[src/rtl/bfp_shift_ctrl_if.sv]
// Stream interface for the block-floating-point shift controller.
// The slave modport is the controller's view; the master modport is the
// view of whoever feeds samples in and consumes shifted-frame samples out.
interface bfp_shift_ctrl_if #(
  parameter int DATA_W  = 7,
  parameter int SHIFT_W = 4
);
  logic               in_valid;
  logic               in_ready;
  logic [DATA_W-1:0]  in_x;
  logic               out_valid;
  logic               out_ready;
  logic [DATA_W-1:0]  out_x;
  logic [SHIFT_W-1:0] out_shift;
  logic               out_last;

  modport slave (
    input  in_valid,
    input  in_x,
    input  out_ready,
    output in_ready,
    output out_valid,
    output out_x,
    output out_shift,
    output out_last
  );

  modport master (
    output in_valid,
    output in_x,
    output out_ready,
    input  in_ready,
    input  out_valid,
    input  out_x,
    input  out_shift,
    input  out_last
  );
endinterface

[src/rtl/bfp_shift_ctrl.sv]
// Block-floating-point normalisation controller.
// Buffers one frame of signed samples, tracks the OR of their magnitude
// bits, and replays the frame with the common left shift that normalises
// the largest-magnitude sample.
//
// Optional feature: define BFP_HEADROOM_EN to reserve one bit of headroom
// (final shift = max(shift-1, 0)).
//
// state | meaning
// ------+----------------------------------------------------------
// FILL  | accepting samples into the frame buffer, in_ready=1
// DRAIN | replaying buffered frame with shift attached, out_valid=1
module bfp_shift_ctrl #(
  parameter int DATA_W    = 7,
  parameter int SHIFT_W   = 4,
  parameter int FRAME_LEN = 8,
  parameter int CNT_W     = 3
) (
  input  logic            clk_i,
  input  logic            rst,
  bfp_shift_ctrl_if.slave bus
);

  typedef enum logic [0:0] {
    FILL  = 1'b0,
    DRAIN = 1'b1
  } state_t;

  localparam logic [CNT_W-1:0] LAST_IDX = CNT_W'(FRAME_LEN - 1);

  state_t             state;
  logic [CNT_W-1:0]   wr_cnt;
  logic [CNT_W-1:0]   rd_cnt;
  logic [CNT_W-1:0]   rd_cnt_inc;
  // Only the magnitude bits are kept: the XOR with the sign always clears the MSB.
  logic [DATA_W-2:0]  acc;
  logic [DATA_W-2:0]  acc_next;
  logic [SHIFT_W-1:0] shift_q;
  logic [SHIFT_W-1:0] shift_next;
  logic [DATA_W-1:0]  frame_mem [FRAME_LEN];

  logic               in_ready_q;
  logic               out_valid_q;
  logic [DATA_W-1:0]  out_x_q;
  logic [SHIFT_W-1:0] out_shift_q;
  logic               out_last_q;

  logic               in_fire;
  logic               out_fire;

  // Redundant-sign count of the accumulated magnitude bits, saturated at
  // DATA_W-1 for an all-zero / all-minus-one frame. Direction bit forced 0.
  function automatic logic [SHIFT_W-1:0] calc_shift(input logic [DATA_W-2:0] a);
    int lz;
    lz = DATA_W - 1;
    // Ascending scan so the highest set bit is the last one to win.
    for (int i = 0; i <= DATA_W - 2; i++) begin
      if (a[i]) lz = DATA_W - 2 - i;
    end
`ifdef BFP_HEADROOM_EN
    if (lz > 0) lz = lz - 1;
`endif
    return {1'b0, lz[SHIFT_W-2:0]};
  endfunction

  assign in_fire    = bus.in_valid && in_ready_q;
  assign out_fire   = out_valid_q && bus.out_ready;
  assign rd_cnt_inc = rd_cnt + CNT_W'(1);

  // Accumulator including the sample being accepted, so the final sample
  // of the frame contributes to the shift computed on the same edge.
  always_comb begin
    acc_next   = acc | (bus.in_x[DATA_W-2:0] ^ {(DATA_W-1){bus.in_x[DATA_W-1]}});
    shift_next = calc_shift(acc_next);
  end

  // Frame storage; contents are don't-care until written, so no reset.
  always_ff @(posedge clk_i) begin
    if (in_fire) begin
      frame_mem[wr_cnt] <= bus.in_x;
    end
  end

  // Control FSM with registered handshake and output signals.
  always_ff @(posedge clk_i) begin
    if (rst) begin
      state       <= FILL;
      wr_cnt      <= '0;
      rd_cnt      <= '0;
      acc         <= '0;
      shift_q     <= '0;
      in_ready_q  <= 1'b1;
      out_valid_q <= 1'b0;
      out_x_q     <= '0;
      out_shift_q <= '0;
      out_last_q  <= 1'b0;
    end else begin
      case (state)
        FILL: begin
          if (in_fire) begin
            acc    <= acc_next;
            wr_cnt <= wr_cnt + CNT_W'(1);
            if (wr_cnt == LAST_IDX) begin
              // Frame complete: present the first sample on the next cycle.
              wr_cnt      <= '0;
              shift_q     <= shift_next;
              state       <= DRAIN;
              in_ready_q  <= 1'b0;
              out_valid_q <= 1'b1;
              out_x_q     <= frame_mem[0];
              out_shift_q <= shift_next;
              out_last_q  <= (LAST_IDX == '0);
            end
          end
        end

        DRAIN: begin
          if (out_fire) begin
            if (rd_cnt == LAST_IDX) begin
              rd_cnt      <= '0;
              acc         <= '0;
              state       <= FILL;
              in_ready_q  <= 1'b1;
              out_valid_q <= 1'b0;
              out_x_q     <= '0;
              out_shift_q <= '0;
              out_last_q  <= 1'b0;
            end else begin
              rd_cnt      <= rd_cnt_inc;
              out_x_q     <= frame_mem[rd_cnt_inc];
              out_shift_q <= shift_q;
              out_last_q  <= (rd_cnt_inc == LAST_IDX);
            end
          end
        end

        default: begin
          state       <= FILL;
          wr_cnt      <= '0;
          rd_cnt      <= '0;
          acc         <= '0;
          in_ready_q  <= 1'b1;
          out_valid_q <= 1'b0;
          out_x_q     <= '0;
          out_shift_q <= '0;
          out_last_q  <= 1'b0;
        end
      endcase
    end
  end

  assign bus.in_ready  = in_ready_q;
  assign bus.out_valid = out_valid_q;
  assign bus.out_x     = out_x_q;
  assign bus.out_shift = out_shift_q;
  assign bus.out_last  = out_last_q;

endmodule

[src/flat_wrapper.sv]
// flat-port wrapper written by rule: the top's interface ports become plain ports
module bfp_shift_ctrl_flat 
#(
  parameter int DATA_W    = 7,
  parameter int SHIFT_W   = 4,
  parameter int FRAME_LEN = 8,
  parameter int CNT_W     = 3
)
  (clk_i, rst, bus_in_valid, bus_in_x, bus_out_ready, bus_in_ready, bus_out_valid, bus_out_x, bus_out_shift, bus_out_last);
  bfp_shift_ctrl_if #(.DATA_W(DATA_W), .SHIFT_W(SHIFT_W)) bus_i ();
  input  logic clk_i;
  input  logic rst;
  input wire logic [$bits(bus_i.in_valid)-1:0] bus_in_valid;
  input wire logic [$bits(bus_i.in_x)-1:0] bus_in_x;
  input wire logic [$bits(bus_i.out_ready)-1:0] bus_out_ready;
  output wire logic [$bits(bus_i.in_ready)-1:0] bus_in_ready;
  output wire logic [$bits(bus_i.out_valid)-1:0] bus_out_valid;
  output wire logic [$bits(bus_i.out_x)-1:0] bus_out_x;
  output wire logic [$bits(bus_i.out_shift)-1:0] bus_out_shift;
  output wire logic [$bits(bus_i.out_last)-1:0] bus_out_last;
  assign bus_i.in_valid = bus_in_valid;
  assign bus_i.in_x = bus_in_x;
  assign bus_i.out_ready = bus_out_ready;
  assign bus_in_ready = bus_i.in_ready;
  assign bus_out_valid = bus_i.out_valid;
  assign bus_out_x = bus_i.out_x;
  assign bus_out_shift = bus_i.out_shift;
  assign bus_out_last = bus_i.out_last;
  bfp_shift_ctrl #(.DATA_W(DATA_W), .SHIFT_W(SHIFT_W), .FRAME_LEN(FRAME_LEN), .CNT_W(CNT_W)) u_core (.clk_i(clk_i), .rst(rst), .bus(bus_i));
endmodule
[config.mk]
export PLATFORM = sky130hd
export DESIGN_NAME = bfp_shift_ctrl_flat
export DESIGN_NICKNAME = d
export VERILOG_FILES = /design/src/rtl/bfp_shift_ctrl_if.sv /design/src/rtl/bfp_shift_ctrl.sv /design/src/flat_wrapper.sv
export SDC_FILE = /design/constraint.sdc
export NUM_CORES = 1
export LEC_CHECK = 0
export CAP_MARGIN = 20
export CORE_UTILIZATION = 45
export DETAILED_ROUTE_END_ITERATION = 8
export HOLD_SLACK_MARGIN = 0.12
export PLACE_DENSITY = 0.7
export SLEW_MARGIN = 25
export SYNTH_ARGS = -nofsm -noshare
export SYNTH_HDL_FRONTEND = slang
export SYNTH_SLANG_ARGS = --single-unit
[constraint.sdc]
create_clock -name clk_i -period 2.65 [get_ports clk_i]
set_clock_uncertainty 0.15 [all_clocks]
set_input_delay 0.795 -clock clk_i [delete_from_list [all_inputs] [get_ports clk_i]]
set_output_delay 0.795 -clock clk_i [all_outputs]
set_load 0.02 [all_outputs]
==> impl_metrics.csv <==
group,metric,value,unit
cells_and_area,drive_gt1_frac,0.2098,
place,placed_area,4105,µm²
timing,fin_setup_tns,0,ns
timing,setup_slack,0.2038,ns
clocking,clockBufferDepth,2,
timing,hold_violations,0,
setup_path,arrival,2.57,ns
clocking,cts_setup_buffers,0,
yosys,synth_mux_area_frac,0.1385,
timing,fin_crit_sh,0.9231,
clocking,cts_made_buffers,9,
clocking,cts-root-buf,"clkbuf_8",
die,start_util,0.4631,
timing,hold_slack,0.3189,ns
yosys,synth_nets,266,
worst_hold_path,hold_path.class,"flip-flop to flip-flop",
cells_and_area,area_growth,20.59,%
yosys,synth_compound_area_frac,0.07972,
route,routed_wl,7380,µm
setup_path,cp.required,2.77,ns
clocking,cts_tree,"yes",
cells_and_area,fillers,612,
yosys,synth_xor_xnor_area_share,0.01713,
cells_and_area,fin_nets,316,
grt,grt-ovfl-total,0,
setup_path,reg2regPathDepth,6,
die,row_count,32,
setup_path,crit_path_end_kind,"flip-flop",
cells_and_area,multi_input_area,1244,µm²
grt,grtUsageTotal,0.1961,
yosys,synth_top_family_by_area,"multiplexers",
place,dp_hpwl,5104,µm
clocking,hold_buffers,0,
place,place_ws,-0.1537,ns
setup_path,cp-start-kind,"input port",
route,drt_iter0_markers,202,
route,wl_per_cell,18.13,µm
clocking,htree_levels,3,
timing,rsz0062_at_grt,"no",
die,ioPinCount,25,
worst_hold_path,min_path_cells,1,
die,die_h,91.18,µm
yosys,synth_edf_count,56,
job,cap_violations,0,
yosys,synth_adder_area_share,0.01748,
timing,fmax,0.4088,GHz
yosys,postSynthAreaPerCell,14.31,µm²
die,coreArea,7727,µm²
route,via_per_inst,5.462,
clocking,clk_pin_slew,0.08,ns
yosys,synth_cell_type_count,43,
power_and_ir_drop,total_power,0.002581,W
grt,grt_max_degree,29,
power_and_ir_drop,vdd_drop_max,0.3111,mV
cells_and_area,num_antenna_cells,0,
cells_and_area,stdcell_area,4315,µm²
die,die-area,8313,µm²
power_and_ir_drop,power_leakage,1.538,nW
route,vias,2223,
timing,drv_slew,0,
yosys,yosysWarnings,0,
clocking,clock-sinks,85,
yosys,synth-async-reset-ratio,0,
timing,setup_violations,0,
yosys,seq_area_frac_synth,0.6322,
setup_path,critPathKind,"input port to flip-flop",
route,firstDrtPassIters,4,
grt,antenna_found_initial,0,
grt,grt_pass1_vias,2206,
die,die-width,91.18,µm
yosys,synth_seq_cells,85,
yosys,synth_flop_cell,"edfxtp_1",
clocking,cts_resized,0,
route,postRouteAntennaNets,0,
power_and_ir_drop,power_density,598.0,nW/µm²
yosys,synth.cell_area,3578,µm²
yosys,synth_cells,250,
clocking,clock_latency,0.36,ns
yosys,synth-simple-area-share,0.09371,
cells_and_area,seq_area,2262,µm²
setup_path,cp_max_fo,3,
run_status,outcome,"complete, no violations",
place,io_buffers,23,
route,drc,0,
grt,grt_pass1_wl,11880,µm
timing,fin_crit,2.446,ns
place,gp_congestion,0.8359,
-- cell type report --
cell class / instances / share of cell area
Sequential cell: 85 / 0.5242
Multi-Input combinational cell: 148 / 0.2882
Timing Repair Buffer: 51 / 0.1050
Tap cell: 102 / 0.02957
Clock buffer: 9 / 0.02870
Clock inverter: 7 / 0.02001
Inverter: 5 / 0.004349
-- placed cells by master, fill, tap and decap left out, types with 7 or more instances in the layout --
| cell | count |
|---|---|
| nor2b_1 | 8 |
| clkbuf_8 | 9 |
| nor3_1 | 7 |
| a22oi_1 | 7 |
| edfxtp_1 | 56 |
| clkdlybuf4s50_1 | 23 |
| buf_4 | 27 |
| nor2_1 | 28 |
| o22ai_1 | 7 |
| mux4_2 | 14 |
| mux2i_1 | 18 |
| dfxtp_1 | 29 |
-- cells in the mapped netlist, drive strengths merged (6+ instances only) --
master,instances,share of area
a22oi,7,0.015
buf,6,0.0087
clkbuf,6,0.0063
dfxtp,29,0.16
edfxtp,56,0.47
mux2i,18,0.050
mux4,14,0.088
nand2,6,0.0063
nor2,28,0.029
nor2b,8,0.014
nor3,7,0.0098
o22ai,7,0.012
xor2,6,0.015
-- stage by stage --
step | util | std cells
floorplan | - | 250
global placement | 0.5313 | 391
detailed placement | 0.5313 | 391
CTS | 0.5585 | 407
global route | 0.5585 | 407
finish | 0.5585 | 407
-- report_power, final --
| group | switching, W | leakage [nW] | internal (W) |
|---|---|---|---|
| clock network | 0.000499 | 0.104 | 0.000456 |
| logic | 0.0000855 | 0.690 | 0.0000805 |
| registers | 0.0000182 | 0.744 | 0.00144 |
-- metal layers --
layer,track usage,part of all wire,vias to the layer above
met5,0,0,-
met4,0.09127,0.020,0
met3,0.03183,0.043,12
met2,0.3251,0.51,39
met1,0.2529,0.43,1109
li1,-,-,1063
-- sequential cells by signal, summed over array words and instances, names as in the netlist --
register              cells
u_core.acc                6
u_core.bus.in_ready       1
u_core.bus.out_last       1
u_core.bus.out_shift      3
u_core.bus.out_valid      1
u_core.bus.out_x          7
u_core.frame_mem         56
u_core.rd_cnt             3
u_core.shift_q            3
u_core.state              1
u_core.wr_cnt             3
-- worst paths after layout --
path / from / end / slack (ns)
hold reg to reg: u_core.shift_q[0] / u_core.shift_q[0] / 0.32
hold / removal: u_core.shift_q[0] / u_core.shift_q[0] / 0.32
setup reg to reg: u_core.rd_cnt[0] / u_core.bus.out_x[2] / 0.52
setup / recovery: bus_in_x[5] / u_core.bus.out_shift[1] / 0.20
-- cells by family after synthesis --
group                    Yosys count
AO/OA/AOI/OAI                     36
XOR/XNOR                           7
adder cells (fa/ha/maj)            5
buffers and inverters             17
flip-flops                        85
multiplexers                      32
other                              1
AND/OR/NAND/NOR                   67
-- worst max-delay path: stages --
cell and delay [ns]:
clkdlybuf4s50_1 0.51, or3_4 0.38, a2111oi_4 0.41, a21bo_1 0.27
a311oi_2 0.20
Power figures use the tool's default switching activity.
